--- config.mk ---
export PLATFORM = sky130hd
export DESIGN_NAME = instr_mem_loader
export DESIGN_NICKNAME = d
export VERILOG_FILES = /design/src/rtl/instr_mem_loader_pkg.sv /design/src/rtl/instr_mem_loader.sv
export SDC_FILE = /design/constraint.sdc
export NUM_CORES = 1
export LEC_CHECK = 0
export CAP_MARGIN = 30
export CORE_ASPECT_RATIO = 1.75
export CORE_MARGIN = 5
export CORE_UTILIZATION = 50
export CTS_BUF_LIST = sky130_fd_sc_hd__clkbuf_8 sky130_fd_sc_hd__clkbuf_16
export CTS_CLUSTER_DIAMETER = 200
export DETAILED_ROUTE_END_ITERATION = 12
export PLACE_DENSITY = 0.76
export SLEW_MARGIN = 20
export SYNTH_ARGS = -nofsm -noshare
export SYNTH_HDL_FRONTEND = slang
export SYNTH_SLANG_ARGS = --single-unit
export TNS_END_PERCENT = 20
--- constraint.sdc ---
create_clock -name clk -period 3.1 [get_ports clk]
set_input_delay 0.465 -clock clk [delete_from_list [all_inputs] [get_ports clk]]
set_output_delay 0.465 -clock clk [all_outputs]
set_load 0.01 [all_outputs]
--- src/rtl/instr_mem_loader_pkg.sv ---
// Shared definitions for the instruction-memory loader.
//   INSTR_WORD_LEN  : instruction width in bits
//   MEM_CELL_SIZE   : instruction memory cell width in bits
//   INSTR_MEM_SIZE  : instruction memory depth in cells
//   CNT_W           : width of the loaded-word counter
//   ld_state_e      : loader FSM state encodings (LD_IDLE..LD_ERR)
package instr_mem_loader_pkg;

  localparam int INSTR_WORD_LEN = 16;
  localparam int MEM_CELL_SIZE  = 4;
  localparam int INSTR_MEM_SIZE = 1024;
  localparam int CNT_W          = 16;

  typedef enum logic [2:0] {
    LD_IDLE   = 3'd0,
    LD_ACCEPT = 3'd1,
    LD_WR0    = 3'd2,
    LD_WR1    = 3'd3,
    LD_WR2    = 3'd4,
    LD_WR3    = 3'd5,
    LD_DONE   = 3'd6,
    LD_ERR    = 3'd7
  } ld_state_e;

endpackage

--- src/rtl/instr_mem_loader.sv ---
// instr_mem_loader
// Write-side companion of the nibble-addressed instruction memory. Takes
// instruction words from a valid/ready stream and writes each one as
// WORD_LEN/CELL_W consecutive cells, most-significant cell at the lowest
// address, so a fetch of {mem[a],mem[a+1],mem[a+2],mem[a+3]} returns the word.
//
// Ports
//   clk, rst      rising-edge clock, synchronous active-high reset
//   start         1-cycle pulse, begins a load at BASE_ADDR (ignored while busy)
//   s_valid/s_ready/s_data/s_last
//                 input word stream; s_last marks the final program word
//   mem_we/mem_addr/mem_wdata
//                 cell write port towards the instruction memory
//   busy          load in progress (holds the CPU pipeline)
//   done          1-cycle pulse when a load completes normally
//   err           sticky overflow flag, cleared by rst or the next start
//   word_cnt      words written since the last start (saturating)
module instr_mem_loader
  import instr_mem_loader_pkg::*;
#(
  parameter int WORD_LEN  = INSTR_WORD_LEN,
  parameter int CELL_W    = MEM_CELL_SIZE,
  parameter int MEM_SIZE  = INSTR_MEM_SIZE,
  parameter int BASE_ADDR = 8,
  localparam int AW       = $clog2(MEM_SIZE)
) (
  input  logic                clk,
  input  logic                rst,
  input  logic                start,
  input  logic                s_valid,
  output logic                s_ready,
  input  logic [WORD_LEN-1:0] s_data,
  input  logic                s_last,
  output logic                mem_we,
  output logic [AW-1:0]       mem_addr,
  output logic [CELL_W-1:0]   mem_wdata,
  output logic                busy,
  output logic                done,
  output logic                err,
  output logic [CNT_W-1:0]    word_cnt
);

  // The FSM has exactly four write states, so a word is four cells.
  localparam int CPW = WORD_LEN / CELL_W;
  // One extra pointer bit so the pointer can reach MEM_SIZE after the last
  // word without wrapping back to low addresses.
  localparam int PW  = AW + 1;
  localparam logic [PW-1:0] BASE_PTR   = PW'(BASE_ADDR);
  localparam logic [PW-1:0] PTR_STEP   = PW'(CPW);
  // Highest pointer at which a whole word still fits in memory.
  localparam logic [PW-1:0] LAST_START = PW'(MEM_SIZE - CPW);

  function automatic logic [CNT_W-1:0] sat_inc(input logic [CNT_W-1:0] v);
    return (v == {CNT_W{1'b1}}) ? v : v + CNT_W'(1);
  endfunction

  ld_state_e            state;
  logic [PW-1:0]        ptr;
  // Latched word, shifted left one cell per write so the next cell to emit
  // is always in the top bits.
  logic [WORD_LEN-1:0]  word_sh;
  logic                 last_q;

  // All outputs are registered: each is set on the transition into the
  // state in which it must be visible.
  always_ff @(posedge clk) begin
    if (rst) begin
      state     <= LD_IDLE;
      ptr       <= BASE_PTR;
      s_ready   <= 1'b0;
      mem_we    <= 1'b0;
      mem_addr  <= '0;
      mem_wdata <= '0;
      busy      <= 1'b0;
      done      <= 1'b0;
      err       <= 1'b0;
      word_cnt  <= '0;
    end else begin
      done <= 1'b0;
      case (state)
        LD_IDLE: begin
          if (start) begin
            state    <= LD_ACCEPT;
            ptr      <= BASE_PTR;
            word_cnt <= '0;
            err      <= 1'b0;
            busy     <= 1'b1;
            s_ready  <= 1'b1;
          end
        end
        LD_ACCEPT: begin
          if (s_valid && s_ready) begin
            s_ready <= 1'b0;
            last_q  <= s_last;
            if (ptr > LAST_START) begin
              // Word would run past the end of memory: drop it, no write.
              state <= LD_ERR;
              err   <= 1'b1;
              busy  <= 1'b0;
            end else begin
              state     <= LD_WR0;
              mem_we    <= 1'b1;
              mem_addr  <= ptr[AW-1:0];
              mem_wdata <= s_data[WORD_LEN-1 -: CELL_W];
              word_sh   <= s_data << CELL_W;
            end
          end
        end
        LD_WR0, LD_WR1, LD_WR2: begin
          case (state)
            LD_WR0:  state <= LD_WR1;
            LD_WR1:  state <= LD_WR2;
            default: state <= LD_WR3;
          endcase
          mem_addr  <= mem_addr + AW'(1);
          mem_wdata <= word_sh[WORD_LEN-1 -: CELL_W];
          word_sh   <= word_sh << CELL_W;
        end
        LD_WR3: begin
          // mem_addr/mem_wdata keep their last value while the strobe is low.
          mem_we   <= 1'b0;
          ptr      <= ptr + PTR_STEP;
          word_cnt <= sat_inc(word_cnt);
          if (last_q) begin
            state <= LD_DONE;
            done  <= 1'b1;
            busy  <= 1'b0;
          end else begin
            state   <= LD_ACCEPT;
            s_ready <= 1'b1;
          end
        end
        LD_DONE: state <= LD_IDLE;
        LD_ERR:  state <= LD_IDLE;
        default: state <= LD_IDLE;
      endcase
    end
  end

endmodule

==> metrics.md <==
| Metric | Value |
|---|---|
| Status | completed |
| Yosys warns | 0 |
| Die X-Extent | approximately 70 um |
| Critical Path RT | about 3.4 ns |
| Seq cells post-synth | 60 |
| Area contributors post-synth | dfxtp_1 (31%), edfxtp_1 (13%), nand2_1 (7.6%) |
| Seq/Total Area, Yosys | around 44% |
| Gpl congestion | around 0.86 |
| Row cnt | 37 |
| Critical Path Max Stage Delay | 0.53 ns |
| Fill cell count | between 500 and 600 |
| Final Hold Vio Count | 0 |
| Ys flop type | dfxtp_1 |
| Ys async rst share | 0% |
| Cts hold-fix bufs | 0 |
| Clock Tree Root | clkbuf_8 |
| Max Clk Rate | 423.7 MHz |
| DRT Pass-1 Iters | 4 |
| Largest delay contributor family on the critical path | simple AND/OR/NAND/NOR gates |
| TritonCTS Buffers | 9 |
| Pleak | between 1 and 1.5 nW |
| Number of flops mapped to enable cells by yosys | 13 |
| Core ar. | around 6000 um^2 |
| Vias in the first global route | roughly 2,800 |
| Final Max Tran Viols | 0 |
| Worst hold path class | register to register |
| Fin nets | 442 |
| TNS Setup | 0 ns |
| Post-CTS Resized | 0 |
| CP Data Arrival Time | about 2.6 ns |
| Synthesized area | between 3000 and 4000 um^2 |
| Max cap viols | 0 |
| Share of layout cells above drive strength 1 | roughly 6.6% |
| Placed cell area | 3628 um^2 |
| CTS tree | done |
| Reg-to-Reg Start | state[2]$_SDFFE_PP0P_ |
| Routed vias | a little under 3,000 |
| Pin count of the biggest net entering global routing | 31 |
| Dominant cell type by area after synthesis | dfxtp_1 |
| Worst path buffer plus inverter count | 1 |
| Cells after Synth | around 370 |
| Yosys top cell area share | 31.33% |
| Final antenna diode count | 0 |
| Crit end category | register |
| Initial antenna violation count | 0 |
| Hold wc startpoint | mem_we$_SDFFE_PP0P_ |
| Slew @ Worst Pin | around 0.88 ns |
| Routed length per placed instance | between 15 and 20 um |
| Worst Skew | 0.01146 ns |
| Synthesized area per cell | between 8 and 9 um^2 |
| Die Height | around 110 um |
| R2R setup slack | about 0.77 ns |
| Clock Pin Slew Worst Setup and Hold Paths | roughly 0.060 ns |
| Drt total wl | about 7.6 mm |
| Count leader, synth | nand2_1 |
| Ports | 56 |
| DP HPWL | 5.526 mm |
| Gr ovfl total | 0 |
| Max_slew headroom | approximately 41% |
| CP cell instances | clkdlybuf4s50_1, or3b_4, a21o_4, or4_1, or3_1, a21oi_1 |
| Tcrit/Tclk final | roughly three quarters |
| Vias per cell | between 5 and 6 |
| Reg area | between 1000 and 1500 um^2 |
| Post-route ant nets | 0 |
| Remaining DRCs | 0 |
| Initial Util | slightly above 50% |
| Final min period | ~2.4 ns |
| Clk buf depth | 2 |
| Post-CTS Setup Inserts | 0 |
| Finish-stage setup viols | 0 |
| CP Class | primary input to register |
| Crit path launch | start |
| Die area | 7717 um^2 |
| Worst skew pair latency | roughly 0.34 ns |
| Syn_nets | just under 400 |
| Top cells by count, synth | nand2_1 (61), dfxtp_1 (47), nor2_1 (42) |
| CTS H-tree lvls | 3 |
| Synth cell types | between 40 and 50 |
| Synthesis-to-finish area growth | 26.58% |
| Area of the multi-input gates | between 1500 and 2000 um^2 |
| VDD IR max | ~0.31 mV |
| Clock sink count | 60 |
| Number of port buffers | between 50 and 60 |
| CP max-delay cell | or4_1 |
| Unrepaired setup endpoints after global routing | false |
| Ratio of total power to cell area | between 400 and 500 nW/um^2 |
| Global-route usage over all layers | 21.38% |
| Crit path launch type | primary input |
| Final instance area | approximately 3800 um^2 |
| 1st-iter DRT viols | 237 |
| Critical Path Fanout Max | 9 |
| First-pass GRT wire length | between 10 and 15 mm |
flip-flops by register name (all words and copies together), names as in the netlist:
register	count
word_sh	12
busy	1
word_cnt	16
mem_we	1
done	1
last_q	1
mem_wdata	4
ptr	9
err	1
s_ready	1
state	3
mem_addr	10
path summary, 6_finish.rpt:
path                               to  cells after the start
max          word_cnt[9]$_SDFFE_PP0P_                      6
max reg2reg  word_sh[4]$_SDFFCE_PN0P_                      5
min               mem_we$_SDFFE_PP0P_                      2
min reg2reg       mem_we$_SDFFE_PP0P_                      2
cell usage in the layout (no fill, tap or decap), types with 4 or more instances in the layout:
| master | count |
|---|---|
| buf_4 | 6 |
| o211ai_1 | 4 |
| and4_1 | 6 |
| clkbuf_8 | 11 |
| o31ai_1 | 5 |
| clkdlybuf4s50_1 | 55 |
| mux2_2 | 4 |
| nor3_1 | 10 |
| and2_1 | 10 |
| a21oi_1 | 26 |
| and3_1 | 10 |
| xor2_1 | 4 |
| inv_1 | 6 |
| a211oi_1 | 4 |
| o21ai_0 | 18 |
| or4_1 | 6 |
| dfxtp_1 | 47 |
| nand2_1 | 61 |
| nand4_1 | 7 |
| nand3_1 | 19 |
| a311oi_1 | 6 |
| edfxtp_1 | 13 |
| nor2_1 | 42 |
worst reg2reg max path, delay by kind of cell (launching register included):
kind / cells / cell delay (ns)
AO/OA/AOI/OAI: 1 / 0.76
buffers and inverters: 1 / 0.22
flip-flops: 1 / 0.47
AND/OR/NAND/NOR: 3 / 0.62
per-layer routing:
metal / share of wire [%] / wire length [um] / vias up / global-route usage, %
met4: 3.7 / 282 / 0 / 14.21
li1: - / - / 1441 / -
met2: 53 / 3996 / 85 / 36.06
met3: 4.0 / 304 / 24 / 3.303
met1: 39 / 2980 / 1366 / 23.52
met5: 0 / 0 / - / 0
layout make-up:
cell class / instances / share of cell area, %
multi-input combinational: 283 / 41.90
sequential: 60 / 35.02
timing repair buffer: 61 / 15.67
clock buffer: 11 / 3.983
tap: 78 / 2.567
clock inverter: 5 / 0.5596
inverter: 3 / 0.2962
through the flow:
stage / worst slack [ns] / total power [W] / std cells / util, % / hold WS (ns)
finish: 0.7401 / 0.001586 / 501 / 64.65 / 0.4889
global route: 0.4818 / 0.001656 / 501 / 64.65 / 0.5185
CTS: 0.7555 / 0.001599 / 501 / 64.65 / 0.4911
detailed placement: 0.4093 / 0.0009917 / 485 / 61.72 / 0.4710
global placement: 0.4355 / 0.0009895 / 485 / 61.72 / 0.4691
floorplan: 0.8945 / 0.0009202 / 365 / - / 0.4905
cell families (layout without fill, tap and decap cells):
family | Yosys count | in the layout | synth area share, %
adders and majority gates | 3 | 3 | 1.250
xor gates and xnor gates | 4 | 4 | 1.167
muxes | 4 | 4 | 1.500
DFF | 60 | 60 | 44.33
and+or+nand+nor | 186 | 186 | 30.13
AOI/OAI and AO/OA | 86 | 86 | 18.88
buffers and inverters | 22 | 80 | 2.750
power by group:
part           total (W)  internal, W  switching, W  leakage, nW
Clock           0.000612     0.000322      0.000290        0.103
Sequential      0.000829     0.000814     0.0000147        0.497
Combinational   0.000145    0.0000701     0.0000752        0.778
Note: power is estimated with default switching activity, not from simulation.
